File: config.mk
export PLATFORM = sky130hd
export DESIGN_NAME = mem_stage_lsu
export DESIGN_NICKNAME = d
export VERILOG_FILES = /design/src/rtl/mem_stage_lsu.sv
export SDC_FILE = /design/constraint.sdc
export NUM_CORES = 1
export LEC_CHECK = 0
export CORE_MARGIN = 2
export CORE_UTILIZATION = 45
export CTS_BUF_LIST = sky130_fd_sc_hd__clkbuf_2
export DETAILED_ROUTE_END_ITERATION = 10
export PLACE_DENSITY = 0.86
export SLEW_MARGIN = 20
export SYNTH_ARGS = -nofsm -noshare
export SYNTH_HDL_FRONTEND = slang
export SYNTH_SLANG_ARGS = --single-unit
File: constraint.sdc
create_clock -name clk -period 3.42 [get_ports clk]
set_input_delay 0.342 -clock clk [delete_from_list [all_inputs] [get_ports clk]]
set_output_delay 0.342 -clock clk [all_outputs]
set_load 0.005 [all_outputs]
File: src/rtl/mem_stage_lsu.sv
// mem_stage_lsu: MEM-stage load/store unit.
// Captures a load or store from the EXE->MEM pipeline register, runs a
// valid/ready request and a response wait against data memory, stalls the
// pipeline while busy and pulses LoadDoneW when a load result is ready.
// Optional build macro: LSU_ALIGN_CHECK_EN rejects word-misaligned accesses
// with a sticky error instead of silently dropping the low address bits.
//
// state | meaning
// ------+--------------------------------------------------------------
// IDLE  | no op in flight; capture a new op when ResultSrcM/WDMEM is high
// REQ   | mem_req_valid held with stable we/addr/wdata until mem_req_ready
// RSP   | load issued; waiting for mem_rsp_valid or the timeout
// DONE  | op finished; one-cycle LoadDoneW for loads, then back to IDLE
module mem_stage_lsu #(
  parameter int WIDTH          = 32,
  parameter int TIMEOUT_CYCLES = 255
) (
  input  logic             clk,
  input  logic             rst_n,
  input  logic [WIDTH-1:0] ALUResultM,
  input  logic [WIDTH-1:0] WriteDataM,
  input  logic [4:0]       RdM,
  input  logic             RegWriteM,
  input  logic             ResultSrcM,
  input  logic             WDMEM,
  output logic             mem_req_valid,
  input  logic             mem_req_ready,
  output logic             mem_we,
  output logic [WIDTH-1:0] mem_addr,
  output logic [WIDTH-1:0] mem_wdata,
  input  logic             mem_rsp_valid,
  input  logic [WIDTH-1:0] mem_rdata,
  output logic             StallM,
  output logic [WIDTH-1:0] ReadDataW,
  output logic [4:0]       RdW,
  output logic             RegWriteW,
  output logic             LoadDoneW,
  output logic             LsuErr
);

  // Wait counter must be able to hold TIMEOUT_CYCLES itself.
  localparam int CNT_W = (TIMEOUT_CYCLES < 1) ? 1 : $clog2(TIMEOUT_CYCLES + 1);
  localparam logic [CNT_W-1:0] CNT_LIMIT = CNT_W'(TIMEOUT_CYCLES);

  typedef enum logic [1:0] {
    IDLE = 2'd0,
    REQ  = 2'd1,
    RSP  = 2'd2,
    DONE = 2'd3
  } state_t;

  state_t           state_q;
  logic             op_load_q;
  logic [4:0]       rd_q;
  logic             rw_q;
  logic [CNT_W-1:0] wait_cnt_q;

  logic             req_valid_q;
  logic             we_q;
  logic [WIDTH-1:0] addr_q;
  logic [WIDTH-1:0] wdata_q;
  logic [WIDTH-1:0] read_data_q;
  logic [4:0]       rd_w_q;
  logic             reg_write_w_q;
  logic             load_done_q;
  logic             lsu_err_q;

  logic             op_valid;
  logic             misaligned;
  logic             unused_addr_lsbs;

  assign op_valid = ResultSrcM | WDMEM;

`ifdef LSU_ALIGN_CHECK_EN
  assign misaligned = |ALUResultM[1:0];
`else
  assign misaligned = 1'b0;
`endif

  // Low address bits only matter to the optional alignment check.
  assign unused_addr_lsbs = ^ALUResultM[1:0];

  // Sequencer: state, captured op, wait counter and all registered outputs.
  always_ff @(posedge clk or negedge rst_n) begin
    if (!rst_n) begin
      state_q       <= IDLE;
      op_load_q     <= 1'b0;
      rd_q          <= '0;
      rw_q          <= 1'b0;
      wait_cnt_q    <= '0;
      req_valid_q   <= 1'b0;
      we_q          <= 1'b0;
      addr_q        <= '0;
      wdata_q       <= '0;
      read_data_q   <= '0;
      rd_w_q        <= '0;
      reg_write_w_q <= 1'b0;
      load_done_q   <= 1'b0;
      lsu_err_q     <= 1'b0;
    end else begin
      // Writeback strobes are single-cycle unless re-armed below.
      load_done_q   <= 1'b0;
      reg_write_w_q <= 1'b0;

      case (state_q)
        IDLE: begin
          if (op_valid) begin
            op_load_q <= ResultSrcM;
            rd_q      <= RdM;
            rw_q      <= RegWriteM;
            if (misaligned) begin
              // Never reaches memory; a load still retires with zero data.
              lsu_err_q <= 1'b1;
              state_q   <= DONE;
              if (ResultSrcM) begin
                read_data_q   <= '0;
                rd_w_q        <= RdM;
                reg_write_w_q <= RegWriteM;
                load_done_q   <= 1'b1;
              end
            end else begin
              req_valid_q <= 1'b1;
              we_q        <= WDMEM;
              addr_q      <= {ALUResultM[WIDTH-1:2], 2'b00};
              wdata_q     <= WriteDataM;
              state_q     <= REQ;
            end
          end
        end

        REQ: begin
          if (mem_req_ready) begin
            req_valid_q <= 1'b0;
            if (op_load_q) begin
              wait_cnt_q <= '0;
              state_q    <= RSP;
            end else begin
              state_q <= DONE;
            end
          end
        end

        RSP: begin
          // Data arriving on the timeout cycle takes priority over the error.
          if (mem_rsp_valid) begin
            read_data_q   <= mem_rdata;
            rd_w_q        <= rd_q;
            reg_write_w_q <= rw_q;
            load_done_q   <= 1'b1;
            state_q       <= DONE;
          end else if (wait_cnt_q == CNT_LIMIT) begin
            read_data_q   <= '0;
            rd_w_q        <= rd_q;
            reg_write_w_q <= rw_q;
            load_done_q   <= 1'b1;
            lsu_err_q     <= 1'b1;
            state_q       <= DONE;
          end else begin
            wait_cnt_q <= wait_cnt_q + CNT_W'(1);
          end
        end

        DONE: begin
          state_q <= IDLE;
        end

        default: begin
          state_q <= IDLE;
        end
      endcase
    end
  end

  // Stall is combinational so the pipeline freezes in the same cycle an op
  // appears; gated by reset so it reads 0 while reset is held.
  assign StallM = rst_n & ((state_q == IDLE && op_valid) ||
                           (state_q == REQ) || (state_q == RSP));

  assign mem_req_valid = req_valid_q;
  assign mem_we        = we_q;
  assign mem_addr      = addr_q;
  assign mem_wdata     = wdata_q;
  assign ReadDataW     = read_data_q;
  assign RdW           = rd_w_q;
  assign RegWriteW     = reg_write_w_q;
  assign LoadDoneW     = load_done_q;
  assign LsuErr        = lsu_err_q;

endmodule

; ---- Yosys cells after proc, flatten, opt, wreduce, memory -nomap -nowiden
; Index checks and enable logic that the tools add are counted.
[word_totals]
regBits = 121
in_bits = 108
output_inout_bits = 107
elab_cells = 65
[op_classes]
add_sub_neg = 1
eq_ne = 10
mux = 24
bitwise = 3
reduce_logical = 13
[op_table]
columns = op, n
row1 = $mux W32, 2
row2 = $mux W8, 4
row3 = $pmux W8 S2, 1
row4 = $mux W5, 2
row5 = $ne A2 B2 Y1 const B, 5
row6 = $mux W1, 9
row7 = $reduce_and A3 Y1, 3
row8 = $add A8 B1 Y8 const B, 1
row9 = $eq A8 B8 Y1 const B, 1
row10 = $mux W2, 4
row11 = $pmux W2 S4, 1
row12 = $reduce_bool A2 Y1, 3
row13 = $reduce_and A5 Y1, 1
row14 = $eq A2 B2 Y1 const B, 2
row15 = $reduce_and A2 Y1, 2
row16 = $ne A3 B3 Y1 const B, 1
row17 = $eq A2 B1 Y1 const B, 1
row18 = $logic_not A2 Y1, 1
row19 = $logic_or A1 B1 Y1, 2
row20 = $pmux W1 S2, 1
row21 = $and A1 B1 Y1, 1
row22 = $logic_and A1 B1 Y1, 1
row23 = $not A1 Y1, 1
row24 = $or A1 B1 Y1, 1

; ---- Logic depth before layout (Yosys ltp)
[depth]
word_depth = 5
ltp_mapped = 7

; ---- Worst setup path after synthesis
; Ideal clock, no wire load.
[synth_timing]
path_type = flip-flop to flip-flop
startpoint = register state_q[1]
endpoint = register wait_cnt_q[7]
setup_ns = 0.126
arrival_time_ns = 1.563
required_ns = 3.294
slack_ns = 1.731
stages_incl_launch_ff = 7
n_path_buf = 0
period_less_slack_ns = 1.689
cell_sequence = dfrtp_1 > inv_1 > ha_1 > a21boi_2 > a211oi_4 > a41oi_2 > a221o_1
[synth_between]
elab_chain_len = 3
[synth_lines]
columns = element, line_no
row1 = "start, declared", 52  ; state_t state_q;
row2 = "start signal, assigned", 86  ; state_q <= IDLE;
row3 = "start signal, assigned", 114  ; state_q <= DONE;
row4 = "start signal, assigned", 126  ; state_q <= REQ;
row5 = $eq A2 B2 Y1 or $eq A2 B1 Y1 (tied branches), 105  ; case (state_q)
row6 = $ne A2 B2 Y1 (no line) or $reduce_bool A2 Y1 (tied branches), n/a
row7 = $reduce_and A5 Y1 (no line), n/a
row8 = "end signal, assigned", 159  ; wait_cnt_q <= wait_cnt_q + CNT_W'(1);
row9 = "end, declared", 56  ; logic [CNT_W-1:0] wait_cnt_q;
; Several ways; a longest one is shown, not always the timed one.
; A chain may end at the register's enable or synchronous reset.

; ---- Worst setup path in the final report
[layout_timing]
startpoint = register state_q[0]
endpoint = output port StallM
[layout_between]
elab_chain_len = 5
[layout_lines]
columns = element, line_no
row1 = $logic_not A2 Y1, 176  ; assign StallM = rst_n & ((state_q == IDLE && op_valid) ||
row2 = $logic_and A1 B1 Y1, 176
row3 = $logic_or A1 B1 Y1, 176
row4 = $logic_or A1 B1 Y1 (*), 177  ; (state_q == REQ) || (state_q == RSP));
row5 = $and A1 B1 Y1 (*), 176
row6 = "end, declared", 33  ; output logic StallM,
; Every way passes the cells marked *; elsewhere a longest branch is shown, timed or not.

==> impl_metrics.env <==
export IMPL_gp_congestion=0.782
export IMPL_p_per_area_mw_per_mm2=859
export IMPL_cts_resized=0
export IMPL_fin_tns_setup_ps=0
export IMPL_critPathSlowestCell="clkdlybuf4s50_1"
export IMPL_finalSetupViolations=0
export IMPL_htreeDepth=4
export IMPL_grt_pass1_vias=3753
export IMPL_syn_inst=322
export IMPL_synth_top_area_share_pct=63.7
export IMPL_fmax_mhz=345
export IMPL_cts_setup_buffers=0
export IMPL_cpPeakStageDelay_ps=550
export IMPL_hold_class="primary input to asynchronous set/reset pin"
export IMPL_startpoint_type="flop"
export IMPL_yosys_most_used_dff="dfrtp_1"
export IMPL_fillCellCount=736
export IMPL_die_y_um=107
export IMPL_grt_setup_unrepaired="no"
export IMPL_post_route_drc_count=0
export IMPL_clock_skew_ps=23.6
export IMPL_drtPass1Iterations=4
export IMPL_area_delta_synth_final_pct=52.2
export IMPL_root_buffer="clkbuf_2"
export IMPL_die_area_mm2=0.0114
export IMPL_peakVddDrop_v=0.000425
export IMPL_critPathMaxFanout=11
export IMPL_crit_path_end_kind="output port"
export IMPL_numClockSinks=121
export IMPL_synth_top_area_cell="dfrtp_1"
export IMPL_regToRegSetupSlack_ps=1120
export IMPL_cp_required_ps=3080
export IMPL_grt_pass1_wl_um=19000
export IMPL_crit_path_cell_trace="inv_1, ha_1, nor2_1, a21boi_0, clkdlybuf4s50_1"
export IMPL_hold_buffers=1
export IMPL_initial_core_util_pct=46.3
export IMPL_num_antenna_cells=0
export IMPL_antenna_found_initial=0
export IMPL_drt_initial_drc_count=148
export IMPL_ys_ff_latch=121
export IMPL_viasPerCell=5.16
export IMPL_vias=3545
export IMPL_cts_tree="done"
export IMPL_synth_area_mm2=0.00476
export IMPL_tightest_slew_ps=923
export IMPL_ant_nets=0
export IMPL_synth_enable_flop_cells=0
export IMPL_cts_buffers=17
export IMPL_post_dp_hpwl_um=8690
export IMPL_die_w_um=107
export IMPL_avgSynthCellArea_um2=14.8
export IMPL_drv_cap=0
export IMPL_synth_cell_types=44
export IMPL_nets=653
export IMPL_portBuffers=210
export IMPL_status="finished, final reports clean"
export IMPL_rows=37
export IMPL_fin_util_pct=70.5
export IMPL_r2r_start="state_q[0]"
export IMPL_worstReg2RegEnd="ReadDataW[3]"
export IMPL_synthArstFlopShare_pct=100
export IMPL_track_usage_pct=21.7
export IMPL_final_cell_area_mm2=0.00724
export IMPL_synth_seq_area_share_pct=63.7
export IMPL_wl_per_cell_um=17.4
export IMPL_arrival_ps=2560
export IMPL_layout_drive_gt1_share_pct=21.6
export IMPL_crit_type="flop to output port"
export IMPL_power_leakage_nw=3.14
export IMPL_slew_headroom_pct=38.4
export IMPL_insertion_delay_ps=660
export IMPL_yosysWarnings=0
export IMPL_boundaryPins=215
export IMPL_rr_worst_depth=5
export IMPL_clkTransAtPathRegs_ps=170
export IMPL_fp_coreArea_mm2=0.0103
export IMPL_synthTopCellsByArea="dfrtp_1 64%, mux2_2 17%, a22o_1 6.1%, ha_1 1.3%, buf_2 0.95%"
export IMPL_fin_crit_ps=2900
export IMPL_drt_total_wl_um=12000
export IMPL_overflow=0
export IMPL_grt_max_degree=72
export IMPL_dpl_cell_area_mm2=0.00701
export IMPL_hold_viol=0
export IMPL_slew_violations=0
export IMPL_power_total_mw=6.22
export IMPL_cts_buffer_depth=2
export IMPL_fin_crit_sh_pct=84.7
per-stage QoR:
stage               std cells  setup slack [ps]  hold WS, ps
floorplan                 323              1730         46.4
global placement          655              1140          281
detailed placement        656              1110          287
CTS                       687               508         78.7
global route              687               305         81.1
finish                    687               522          126
worst max-delay path by stage:
stage | end | depth (start not counted) | start | slack [ps]
final | StallM | 5 | state_q[0] | 520
after global routing | StallM | 5 | state_q[0] | 300
after detailed placement | mem_addr[15] | 4 | WDMEM | 1110
after CTS | StallM | 5 | state_q[0] | 510
after floorplan | wait_cnt_q[7] | 6 | state_q[1] | 1730
after global placement | mem_addr[20] | 4 | WDMEM | 1140
sequential cells by signal (all words and copies together), names as in the netlist:
| name | cells |
|---|---|
| rd_q | 5 |
| RegWriteW | 1 |
| mem_we | 1 |
| mem_wdata | 32 |
| mem_addr | 30 |
| mem_req_valid | 1 |
| wait_cnt_q | 8 |
| LsuErr | 1 |
| rw_q | 1 |
| op_load_q | 1 |
| ReadDataW | 32 |
| RdW | 5 |
| LoadDoneW | 1 |
| state_q | 2 |
worst max-delay path: cells and delay by family (launching register included):
kind,cells,cell delay (ps)
AOI/OAI and AO/OA,1,250
adders and majority gates,1,470
buffers and inverters,2,680
DFF,1,430
and+or+nand+nor,1,70
cell type report:
type | instances | area, µm² | area share, %
tap | 136 | 170 | 2.35
sequential | 121 | 3030 | 41.8
clock inverter | 11 | 131 | 1.81
clock buffer | 19 | 95.1 | 1.31
inverter | 9 | 33.8 | 0.466
multi-input combinational | 175 | 1620 | 22.4
timing repair buffer | 216 | 2160 | 29.8
kinds of logic after synthesis:
logic type	Yosys count	synth area share [%]
buf+inv	27	2.76
fa+ha+maj	5	1.32
flops	121	63.7
compound gates	56	10.1
other cells	1	0.0788
mux	75	17.8
simple gates	37	4.29
routing by layer:
layer | up-vias | GRT usage, % | wire length [µm]
li1 | 1604 | - | -
met1 | 1762 | 24.5 | 4530
met2 | 162 | 37.1 | 6160
met3 | 17 | 8.21 | 1040
met4 | 0 | 8.81 | 258
met5 | - | 0 | 0
cells in the mapped netlist, drive strengths merged, types with 2 or more instances:
master and count:
ha 5, and3 3, a41oi 2, nor3 4, and4 2, nand3 4, o21ai 3, or2 2
mux2 74, a21oi 4, dfrtp 121, a211o 3, nand2b 3, and2 2, nand4 2, a21boi 2
nor2 6, a31oi 2, nand2 8, a22o 33, buf 13, inv 9, clkbuf 5
cell usage in the layout (no fill, tap or decap), types with 4 or more instances in the layout:
cell,instances
clkbuf_2,19
inv_1,9
nand2_1,8
nor3_1,4
buf_4,5
dfrtp_1,121
nor2_1,6
mux2_2,73
clkdlybuf4s50_1,209
ha_1,5
a22o_1,33
nand3_1,4
a21oi_1,4
power by group:
| part | internal [mW] | total (mW) | switching [mW] |
|---|---|---|---|
| registers | 2.11 | 2.49 | 0.381 |
| logic | 1.87 | 2.83 | 0.960 |
| clock network | 0.394 | 0.902 | 0.508 |
| total | 4.37 | 6.22 | 1.85 |
No activity file was read; power rests on OpenSTA's default activity.
